===== src/rtl/sound_player.sv =====
// Square-wave tone sequencer for the buzzer pin.
// Plays ping/pong/go/stop sounds started by a falling edge of mute.
module sound_player #(
  parameter int CLK_HZ   = 25000000,
  parameter int F_HI     = 1000,
  parameter int F_LO     = 500,
  parameter int TONE_DIV = 10
) (
  input  logic       clk,
  input  logic       clr,
  input  logic       mute,
  input  logic [1:0] code_sound,
  output logic       speaker,
  output logic       busy
);

  localparam logic [23:0] HP_HI    = 24'(CLK_HZ / (2 * F_HI));
  localparam logic [23:0] HP_LO    = 24'(CLK_HZ / (2 * F_LO));
  localparam logic [23:0] TONE_CYC = 24'(CLK_HZ / TONE_DIV);

  typedef enum logic [1:0] {
    IDLE,
    TONE1,
    TONE2
  } state_t;

  state_t      state, state_n;
  logic        speaker_n;
  logic        busy_n;
  logic        mute_q;
  logic [1:0]  code_l, code_n;
  logic [23:0] hp_cnt, hp_n;
  logic [23:0] dur_cnt, dur_n;
  logic [23:0] hp;
  logic        trig;
  logic        hp_last;
  logic        dur_last;

  assign trig = mute_q & ~mute;

  // ping/stop open high, pong/go open low; go ends high, stop ends low
  always_comb begin
    hp = HP_HI;
    if (state == TONE2) begin
      hp = code_l[0] ? HP_LO : HP_HI;
    end else if (code_l[1] ^ code_l[0]) begin
      hp = HP_LO;
    end
  end

  assign hp_last  = (hp_cnt == hp - 24'd1);
  assign dur_last = (dur_cnt == TONE_CYC - 24'd1);

  always_comb begin
    state_n   = state;
    speaker_n = speaker;
    busy_n    = busy;
    code_n    = code_l;
    hp_n      = hp_cnt;
    dur_n     = dur_cnt;
    unique case (state)
      IDLE: begin
        speaker_n = 1'b0;
        busy_n    = 1'b0;
        if (trig) begin
          state_n = TONE1;
          busy_n  = 1'b1;
          code_n  = code_sound;
          hp_n    = '0;
          dur_n   = '0;
        end
      end
      TONE1, TONE2: begin
        hp_n  = hp_cnt + 24'd1;
        dur_n = dur_cnt + 24'd1;
        if (hp_last) begin
          hp_n      = '0;
          speaker_n = ~speaker;
        end
        // abort wins over the natural end of a tone
        if (mute) begin
          state_n   = IDLE;
          speaker_n = 1'b0;
          busy_n    = 1'b0;
        end else if (dur_last) begin
          speaker_n = 1'b0;
          hp_n      = '0;
          dur_n     = '0;
          if (state == TONE1 && code_l[1]) begin
            state_n = TONE2;
          end else begin
            state_n = IDLE;
            busy_n  = 1'b0;
          end
        end
      end
      default: begin
        state_n   = IDLE;
        speaker_n = 1'b0;
        busy_n    = 1'b0;
      end
    endcase
  end

  always_ff @(posedge clk or posedge clr) begin
    if (clr) begin
      state   <= IDLE;
      speaker <= 1'b0;
      busy    <= 1'b0;
      mute_q  <= 1'b0;
      code_l  <= 2'b00;
      hp_cnt  <= '0;
      dur_cnt <= '0;
    end else begin
      state   <= state_n;
      speaker <= speaker_n;
      busy    <= busy_n;
      mute_q  <= mute;
      code_l  <= code_n;
      hp_cnt  <= hp_n;
      dur_cnt <= dur_n;
    end
  end

endmodule


===== config.mk =====
export PLATFORM = sky130hd
export DESIGN_NAME = sound_player
export DESIGN_NICKNAME = d
export VERILOG_FILES = /design/src/rtl/sound_player.sv
export SDC_FILE = /design/constraint.sdc
export NUM_CORES = 1
export LEC_CHECK = 0
export ABC_AREA = 1
export CAP_MARGIN = 20
export CORE_MARGIN = 4
export CORE_UTILIZATION = 63
export DETAILED_ROUTE_END_ITERATION = 8
export MAX_ROUTING_LAYER = met4
export PLACE_DENSITY = 0.79
export SLEW_MARGIN = 20
export SYNTH_ARGS = -nofsm -noshare
export SYNTH_HDL_FRONTEND = slang
export SYNTH_SLANG_ARGS = --single-unit

===== constraint.sdc =====
create_clock -name clk -period 3 [get_ports clk]
set_clock_uncertainty 0.1 [all_clocks]
set_input_delay 0.6 -clock clk [delete_from_list [all_inputs] [get_ports clk]]
set_output_delay 0.6 -clock clk [all_outputs]
set_load 0.05 [all_outputs]

-- Word level (Yosys, flattened, before mapping)
Index checks and enable logic that the tools add are counted.
- register bits: 55
- logic and storage cells: 55
- output and inout bits: 2
- bitwise gates (word level): 4
- add/subtract/negate cells: 3
- eq/ne operators: 8
- reduce and logical (&&, ||, !) cells: 8
- muxes and demuxes: 25
- operators with widths (operator ; number):
    $mux 24 ; 6
    $pmux 24 s2 ; 2
    $add 24x1->24 const B ; 2
    $mux 15 ; 3
    $eq 24x22->1 const B ; 1
    $eq 24x24->1 ; 1
    $sub 24x1->24 const B ; 1
    $mux 1 ; 8
    $mux 2 ; 4
    $reduce_and 2->1 ; 4
    $ne 3x3->1 const B ; 2
    $ne 4x4->1 const B ; 1
    $pmux 2 s2 ; 1
    $eq 2x1->1 const B ; 1
    $eq 2x2->1 const B ; 1
    $logic_not 2->1 ; 1
    $ne 2x2->1 const B ; 1
    $not 1->1 ; 2
    $pmux 1 s2 ; 1
    $reduce_bool 2->1 ; 1
    $reduce_or 2->1 ; 1
    $and 1x1->1 ; 1
    $logic_and 1x1->1 ; 1
    $xor 1x1->1 ; 1

-- Logic depth before layout (Yosys ltp)
- depth after elaboration: 9
- mapped depth: 18

-- Worst setup path after synthesis
Ideal clock, no wire load.
- kind: register -> register
- from: register state[0]
- to: register hp_cnt[10]
- clock period less this slack: 2.210 ns
- setup time: 0.118 ns
- slack: 0.790 ns
- data arrival time: 1.992 ns
- data required time: 2.782 ns
- cell stages (with the launch flop): 18
- path through: dfrtp_1 inv_1 ha_1 inv_1 nand3_1 nand2_1 inv_1 ha_1 inv_1 nand2_1 nand3_1 nor2_1 nand3_1 nor2_1 nand2_1 buf_2 nand3b_1 nand2_1
- word-level cells in the longest chain between the ends: 8
- RTL lines (element ; line ; source):
    start, declared ; 27 ; state_t state, state_n;
    start signal, assigned ; 115 ; state <= state_n;
    $eq 2x2->1 ; 44, 61 ;
    $mux 15 ; 44 ; if (state == TONE2) begin
    $sub 24x1->24 ; 51 ; assign hp_last = (hp_cnt == hp - 24'd1);
    $eq 24x24->1 ; 51 ;
    $mux 24 ; 76 ; if (hp_last) begin
    $mux 24 ; 85 ; end else if (dur_last) begin
    $mux 24 ; 81 ; if (mute) begin
    $pmux 24 s2 ; 61 ; unique case (state)
    end signal, assigned ; 120 ; hp_cnt <= hp_n;
    end, declared ; 32 ; logic [23:0] hp_cnt, hp_n;
Several ways; a longest one is shown, not always the timed one.
A chain may end at the register's enable or synchronous reset.

-- Worst setup path in the final report
- from: register state[0]
- to: register hp_cnt[7]
The elaborated chain is that of the path after synthesis.

==> impl_results.md <==
* Seq/Total Area, Yosys at a little over a third
* Largest cells by area after synthesis: dfrtp_1, nand2_1, nor2_1
* First-pass GRT wire length at around 16000 um
* Largest net degree at the start of global routing at 37
* Max Cap Viol at 0
* Maximum clock insertion buffer count at 2
* Die area at 7360 sq um
* CTS Buf Count at 5
* DRC viols at 0
* Area delta synth->final at 5.12%
* Leading area contributor after synthesis: dfrtp_1
* Starting DRT DRC Count at 327
* Critical Path AT at 2.76 ns
* # IOs at 7
* GR peak layer: met1
* EDFF count, synth at 0
* GR Util met3 at ~4.4%
* Clk_lat worst skew at approximately 0.31 ns
* Worst Setup Start Kind: flip-flop
* Worst slew pin tran at 0.802 ns
* Initial antenna violation count at 0
* Crit. End Element: flip-flop
* Row count at 28
* CTS root buffer: clkbuf_8
* Synth async-reset ratio at 100%
* Max-slew violation count at 0
* Placed cells at about 640
* Register-to-Register Path Depth at 16
* Vias in the first global route at between 3000 and 4000
* Port Buffers at 6
* Hold wc startpoint: busy
* Proportion of layout cells with a drive suffix above 1 at under 10%
* Crit Path Max Fanout at 12
* Final setup fails at 0
* Clock Pin Slew Worst Setup and Hold Paths at approximately 0.1 ns
* Hold Fails Final Rpt at 0
* Slack of the worst reg-to-reg path at ~0.35 ns
* Total number of vias at approximately 3700
* Worst vdd ir at between 0.5 and 0.6 mV
* CTS tree: yes
* H-tree depth at 2
* Static leakage at roughly 1.8 nW
* GR Util met1 at around two fifths
* Max Freq at approximately 380 MHz
* WS Path Type: flip-flop to flip-flop
* Starting Density at 64.8%
* Non-Filler Instances at 644
* Fillers at about 510
* Die span in y at roughly 86 um
* Top-area cell type share of the netlist area at between 30% and 40%
* Fin Setup TNS at 0 ns
* Post-synth top cells: nand2_1, nor2_1, nand3_1
* Core Box Area at ~5900 sq um
* Top_reg_cell synth: dfrtp_1
* Vias/cell at ~5.7
* Max-slew headroom at between 40% and 50%
* Yosys reg bits at 55
* Average size of a mapped cell at between 6 and 7 sq um
* Die width at around 86 um
* Worst Hold Class: flip-flop to flip-flop
* Detailed Route WL at approximately 9300 um
* Routing usage on met2 at 40.0%
* Reg2reg end: hp_cnt[7]
* Tcrit/Tclk final at 88.4%
* Hold depth at 2
* Critical Path RT at a little over 3 ns
* Diode count at 0
* Pwr Density at 504 nW/um^2
* Hold Path End: busy
* Overall routing resource usage at between 20% and 30%
* Synth unique cells at 32
* Global route overflow at 0
* Min Tclk post-route at between 2 and 3 ns
* Count leader, synth: nand2_1
* Drt first pass iters at 5
* Syn Nets at 581
* CTS Sinks at 55
* Footprint of the multi-input gates at 2130 sq um
* Status: finished clean
* Mapped Cells at 570
* Routability congestion estimate at roughly 0.94
* Critical R2R Launch: state[0]
* DR WL/cell at ~14 um
* CTS hold repair buffers at 0
* Area occupied by registers at about 1400 sq um
* Synth warn at 0
* Post-Syn Area at between 3000 and 4000 sq um
* Remaining antenna violation count after routing at 0
* Final-stage net count at ~580
* RSZ-0062 raised after global routing: no
* Post-DP HPWL at 6800 um
==> per-stage QoR <==
stage / setup WS (ns) / hold slack (ns) / utilization [%] / area, sq um / power, W
after floorplan: 0.790 / 0.371 / - / 3810 / 0.00136
after global placement: 0.352 / 0.380 / 66.1 / 3890 / 0.00147
after detailed placement: 0.301 / 0.422 / 66.1 / 3890 / 0.00150
after CTS: 0.296 / 0.446 / 68.0 / 4010 / 0.00201
after global routing: 0.116 / 0.456 / 68.1 / 4010 / 0.00213
final: 0.347 / 0.446 / 68.1 / 4010 / 0.00202
==> per-layer routing <==
metal | vias up | part of all wire [%]
met5 | - | 0
met4 | 0 | 0.73
met3 | 7 | 7.3
met2 | 137 | 43
met1 | 1741 | 49
li1 | 1803 | -
==> cells in the final DEF (no fill, tap or decap), drive strengths merged <==
cell type / synthesis / routed
nor3b: 1 / 1
o21ai: 14 / 14
bufinv: 0 / 1
clkbuf: 3 / 6
a22o: 1 / 1
a21oi: 4 / 4
xor2: 23 / 23
buf: 15 / 3
o22ai: 1 / 1
nand4: 21 / 21
ha: 6 / 6
nor3: 8 / 8
nand3b: 11 / 11
nand2: 181 / 181
xnor2: 3 / 3
clkinv: 0 / 1
nand3: 60 / 60
dfrtp: 55 / 55
clkdlybuf4s50: 0 / 6
inv: 55 / 55
nor2: 106 / 106
or2: 1 / 1
o41ai: 1 / 1
==> worst max path at each step <==
stage / start / endpoint / cells past startpoint
floorplan: state[0] / hp_cnt[10] / 17
detailed placement: state[0] / hp_cnt[16] / 14
global route: state[0] / hp_cnt[21] / 16
CTS: state[0] / hp_cnt[0] / 14
finish: state[0] / hp_cnt[7] / 16
global placement: mute / dur_cnt[4] / 9
==> repair_timing <==
| action | CTS | global route |
|---|---|---|
| resized for setup | 0 | 1 |
| endpoints found under the setup margin | 0 | 2 |
| setup buffers | 0 | 0 |
==> registers in the layout (all words and copies together), names as in the netlist <==
signal and flops:
speaker 1, mute_q 1, dur_cnt 24, busy 1, state 2, code_l 2
hp_cnt 24
==> final cells by class <==
cell class / instances / share of cell area [%]
Multi-Input combinational cell: 442 / 53.1
Sequential cell: 55 / 34.3
Inverter: 55 / 5.21
Tap cell: 75 / 2.34
Clock buffer: 6 / 2.06
Timing Repair Buffer: 9 / 2.06
Clock inverter: 2 / 0.874
==> cell families after synthesis <==
logic type	synth area share, %
AND/OR/NAND/NOR	44.4
buffers and inverters	8.20
flip-flops	36.1
XOR/XNOR	5.97
AO/OA/AOI/OAI	3.38
adder cells (fa/ha/maj)	1.97
==> report_power, final <==
| group | internal, W | switching, W |
|---|---|---|
| combinational | 0.000173 | 0.000460 |
| sequential | 0.000795 | 0.0000615 |
| clock | 0.000271 | 0.000260 |
| total | 0.00124 | 0.000782 |
==> worst max-delay path: stages (launching register included) <==
cell and delay, ns:
dfrtp_1 0.39, inv_1 0.07, ha_1 0.19, inv_1 0.06
nand3_1 0.11, nand2_1 0.19, inv_1 0.07, ha_1 0.30
inv_1 0.04, nand2_1 0.06, nand3_1 0.08, nor2_1 0.11
nand3_1 0.07, nor2_1 0.10, nand2_1 0.31, nand3b_1 0.21
nand2_1 0.07
(Power assumes the default switching activity.)
==> RTL change 1, RTL diff (config.mk and constraints unchanged) <==
Re-encode `state_t` (3 states) as one-hot, 3 bits wide.
--- a/src/rtl/sound_player.sv
+++ b/src/rtl/sound_player.sv
@@ -19,8 +19,8 @@
   localparam logic [23:0] TONE_CYC = 24'(CLK_HZ / TONE_DIV);
 
-  typedef enum logic [1:0] {
-    IDLE,
-    TONE1,
-    TONE2
+  typedef enum logic [2:0] {
+    IDLE  = 3'b001,
+    TONE1 = 3'b010,
+    TONE2 = 3'b100
   } state_t;
 
Function: same outputs for any inputs over 10 cycles, from zero or initial values; not proved beyond that.
==> RTL change 1 against the original RTL <==
Sequential cell count rose by 1; power fell by 13%; synthesized area is 3.2% higher; count of clock-buffer cells in the layout down 1; core utilization increased by 0.43 points; clock power fell by 19%; worst setup slack gained 0.074 ns; final area increased by 2.4%; routed wire length is 4.0% higher; largest cell class unchanged; highest routed layer unchanged.
==> RTL change 1: results <==
export IMPL_outcome="complete, no violations"
export IMPL_cp_data_arrival_time_ns=2.68
export IMPL_synth_area_leaders="dfrtp_1 (35%), nand2_1 (16%), nor2_1 (8.5%)"
export IMPL_grt_pass1_wl_mm=16.8
export IMPL_synth_common_cells="nand2_1 (169), nor2_1 (89), inv_1 (72)"
export IMPL_synth_cell_types=33
export IMPL_cellLeakagePower_nw=1.80
export IMPL_layout_nets=600
export IMPL_dp_cells=660
export IMPL_drive_gt1_frac=0.0877
export IMPL_wirelength_mm=9.66
export IMPL_grt_pass1_vias=3586
export IMPL_dp_hpwl_mm=7.15
export IMPL_first_pass_iters=6
export IMPL_final_cells=668
export IMPL_vias=3767
export IMPL_critPathMaxStageDelay_ns=0.57
export IMPL_synth_sequential_area_ratio=0.356
export IMPL_critPathSlowestCell="dfstp_2"
export IMPL_grt_max_degree=57
export IMPL_gp_congestion=0.959
export IMPL_place_area_um2=4020
export IMPL_top_regs="dur_cnt: 24 flops, hp_cnt: 24 flops, state: 3 flops"
export IMPL_crit_fanout=14
export IMPL_root_buffer="clkbuf_8"
export IMPL_vdd_drop_max_v=0.000489
export IMPL_grt_usage=0.289
export IMPL_intPower_mw=1.10
export IMPL_avgSynthCellArea_um2=6.68
export IMPL_first_iter_violations=251
[RTL change 1: changes by cell type in the layout (fill, tap and decap cells not counted), sizes merged, moves of 2 or more]
cell / change
inv: +22
a21oi: +19
o21ai: +15
nand3b: -11
nor2: -6
xor2: -6
nand2: -5
nand3: -4
nor3: +4
ha: -3
o22ai: +3
nand4: -2
o211ai: +2
xnor2: -2
[RTL change 1: per-layer routing]
layer,track usage,wire length [µm]
met5,-,0
met4,0.0935,229
met3,0.0369,420
met2,0.486,4730
met1,0.360,4280
[RTL change 1: final timing paths]
path	startpoint	end	slack (ns)	cells after the start
max in group asynchronous	clr	hp_cnt[17]	1.66	3
worst max-delay path	state[0]	hp_cnt[20]	0.42	15
worst max register to register	state[0]	hp_cnt[20]	0.42	15
worst min register to register	busy	busy	0.39	2
min in group asynchronous	clr	hp_cnt[0]	0.68	3
worst min-delay path	busy	busy	0.39	2
[RTL change 1: cell type report]
| type | count | area, µm² |
|---|---|---|
| Timing Repair Buffer | 9 | 95.1 |
| Sequential cell | 56 | 1400 |
| Inverter | 76 | 285 |
| Multi-Input combinational cell | 444 | 2140 |
| Tap cell | 75 | 93.8 |
| Clock inverter | 3 | 21.3 |
| Clock buffer | 5 | 68.8 |
| Fill cell | 558 | 1880 |
[RTL change 1: per-stage QoR]
| stage | hold slack (ns) | utilization | setup WS (ns) |
|---|---|---|---|
| 2_1_floorplan | 0.375 | - | 0.802 |
| 3_3_place_gp | 0.371 | 0.671 | 0.484 |
| 3_5_place_dp | 0.371 | 0.671 | 0.385 |
| 4_1_cts | 0.397 | 0.686 | 0.419 |
| 5_1_grt | 0.446 | 0.686 | 0.232 |
| 6_report | 0.392 | 0.686 | 0.421 |
[RTL change 1: logic make-up (layout without fill, tap and decap cells)]
logic type	after synthesis	after routing	share of synthesized area
xor+xnor	18	18	0.0401
simple gates	364	364	0.406
buf+inv	89	93	0.0998
fa+ha+maj	3	3	0.00954
compound gates	59	59	0.0887
flops	56	56	0.356
[RTL change 1: worst register-to-register path, stage by stage (launching register included)]
cell and delay (ns):
dfstp_2 0.57, inv_1 0.09, nand3_2 0.08, nand2_1 0.08
nand2_1 0.11, inv_1 0.05, ha_1 0.26, inv_1 0.05
nand2_1 0.08, nand2_1 0.07, nor2_2 0.09, nand2_1 0.06
nor2_1 0.16, nand3_2 0.21, nand2_4 0.28, a21oi_1 0.10
[RTL change 1: power groups by stage]
stage	Sequential, mW	Combinational (mW)	Clock (mW)
finish	0.856	0.474	0.431
global placement	0.867	0.457	0
global route	0.862	0.529	0.474
floorplan	0.864	0.384	0
detailed placement	0.869	0.473	0
CTS	0.854	0.474	0.440
==> RTL change 2, RTL diff (config.mk and constraints unchanged) <==
Without the edit above. `CLK_HZ`: 25000000 -> 16777216.
--- a/src/rtl/sound_player.sv
+++ b/src/rtl/sound_player.sv
@@ -2,5 +2,5 @@
 // Plays ping/pong/go/stop sounds started by a falling edge of mute.
 module sound_player #(
-  parameter int CLK_HZ   = 25000000,
+  parameter int CLK_HZ   = 16777216,
   parameter int F_HI     = 1000,
   parameter int F_LO     = 500,
Function: no difference found for any inputs over 10 cycles, from zero or initial values; that may be too few to reach the edited logic, so the function may still have changed.
==> RTL change 2 against the original RTL <==
Synthesized cell count is 6.1% lower; routed wire length shrank 12%; final area decreased by 4.0%; global-route usage decreased by 1.2 points; sequential cell count did not move; worst setup slack gained 0.23 ns; synthesized area down 4.7%; power decreased by 6.3%; critical path type unchanged; largest cell class unchanged; highest routed layer unchanged.
==> RTL change 2: results <==
export IMPL_critPathSlowestCell="dfrtp_1"
export IMPL_synth_sequential_area_ratio=0.378
export IMPL_hold_end="busy"
export IMPL_grt_pass1_wl_mm=15.0
export IMPL_synth_cell_types=33
export IMPL_met2WireLength_mm=3.97
export IMPL_met1_usage=0.326
export IMPL_use_met2=0.437
export IMPL_worst_slew_pin_slew_ns=0.516
export IMPL_crit_fanout=18
export IMPL_min_from="busy"
export IMPL_drive_gt1_frac=0.0661
export IMPL_p_sw_frac=0.385
export IMPL_grt_use_met3=0.0434
export IMPL_cellLeakagePower_nw=1.69
export IMPL_grt_usage=0.264
export IMPL_synth_area_leaders="dfrtp_1 (38%), nand2_1 (17%), nor2_1 (8.5%)"
export IMPL_vdd_drop_max_v=0.000299
export IMPL_dp_hpwl_mm=6.16
export IMPL_synth_fp_nets=547
export IMPL_ctsResizeCount=0
export IMPL_outcome="complete, no violations"
export IMPL_port_buffers=6
export IMPL_gp_congestion=1.03
export IMPL_n_antenna_cell=0
export IMPL_critPathCapture="hp_cnt[13]"
export IMPL_yosys_warnings=0
export IMPL_route_met3_wl_um=341
export IMPL_synth_common_cells="nand2_1 (162), nor2_1 (82), inv_1 (63)"
export IMPL_min_path_type="reg -> reg"
export IMPL_worst_r2r_setup_slack_ns=0.58
export IMPL_first_iter_violations=170
export IMPL_root_buffer="clkbuf_8"
export IMPL_vias=3358
export IMPL_crit_type="reg -> reg"
export IMPL_antenna_found_initial=0
export IMPL_critPathMaxStageDelay_ns=0.39
export IMPL_layout_nets=556
export IMPL_cp_data_arrival_time_ns=2.52
export IMPL_wirelength_mm=8.14
export IMPL_grt_max_degree=22
export IMPL_wl_met1_mm=3.62
export IMPL_grt_pass1_vias=3289
export IMPL_first_pass_iters=7
export IMPL_clockBufferDepth=2
export IMPL_cts_setup_buffers=0
export IMPL_place_area_um2=3770
export IMPL_reg2reg_depth=13
export IMPL_worstHoldPathCells=2
RTL change 2: cell types whose count changed after synthesis, sizes merged, moves of 10 or more:
cell   before  now
nor2      106   84
xor2       23   13
nand3      60   45
inv        55   66
o21ai      14   38
nand2     181  164
nor3        8   21
RTL change 2: cells by family (layout without fill, tap and decap cells):
logic type / after synthesis / count (layout) / synth area share
and+or+nand+nor: 333 / 333 / 0.394
buffers and inverters: 75 / 85 / 0.0836
DFF: 55 / 55 / 0.378
xor gates and xnor gates: 18 / 18 / 0.0433
adders and majority gates: 7 / 7 / 0.0241
AOI/OAI and AO/OA: 47 / 47 / 0.0764
RTL change 2: worst register-to-register path: cells and delay by family, from the launching register on:
kind,cells,cell delay (ns)
AND/OR/NAND/NOR,7,1.01
buffers and inverters,3,0.21
adder cells (fa/ha/maj),2,0.47
flip-flops,1,0.39
AO/OA/AOI/OAI,1,0.13
RTL change 2: per-stage QoR:
step	hold slack, ns	std cells	setup slack [ns]
floorplan	0.367	535	0.841
global placement	0.354	609	0.624
detailed placement	0.379	609	0.560
CTS	0.402	617	0.545
global route	0.424	617	0.258
finish	0.399	617	0.577
RTL change 2: final cells by class:
| type | instances | area [µm²] |
|---|---|---|
| timing repair buffer | 11 | 97.6 |
| inverter | 66 | 248 |
| fill | 475 | 1690 |
| clock inverter | 1 | 5.00 |
| multi-input combinational | 405 | 1960 |
| clock buffer | 7 | 76.3 |
| sequential | 55 | 1380 |
| tap | 72 | 90.1 |
RTL change 2: power groups by stage:
stage	Clock, mW	Combinational [mW]	Sequential [mW]
after global placement	0	0.612	0.876
after floorplan	0	0.488	0.880
after CTS	0.415	0.630	0.864
after detailed placement	0	0.625	0.879
final	0.402	0.626	0.865
after global routing	0.447	0.714	0.875
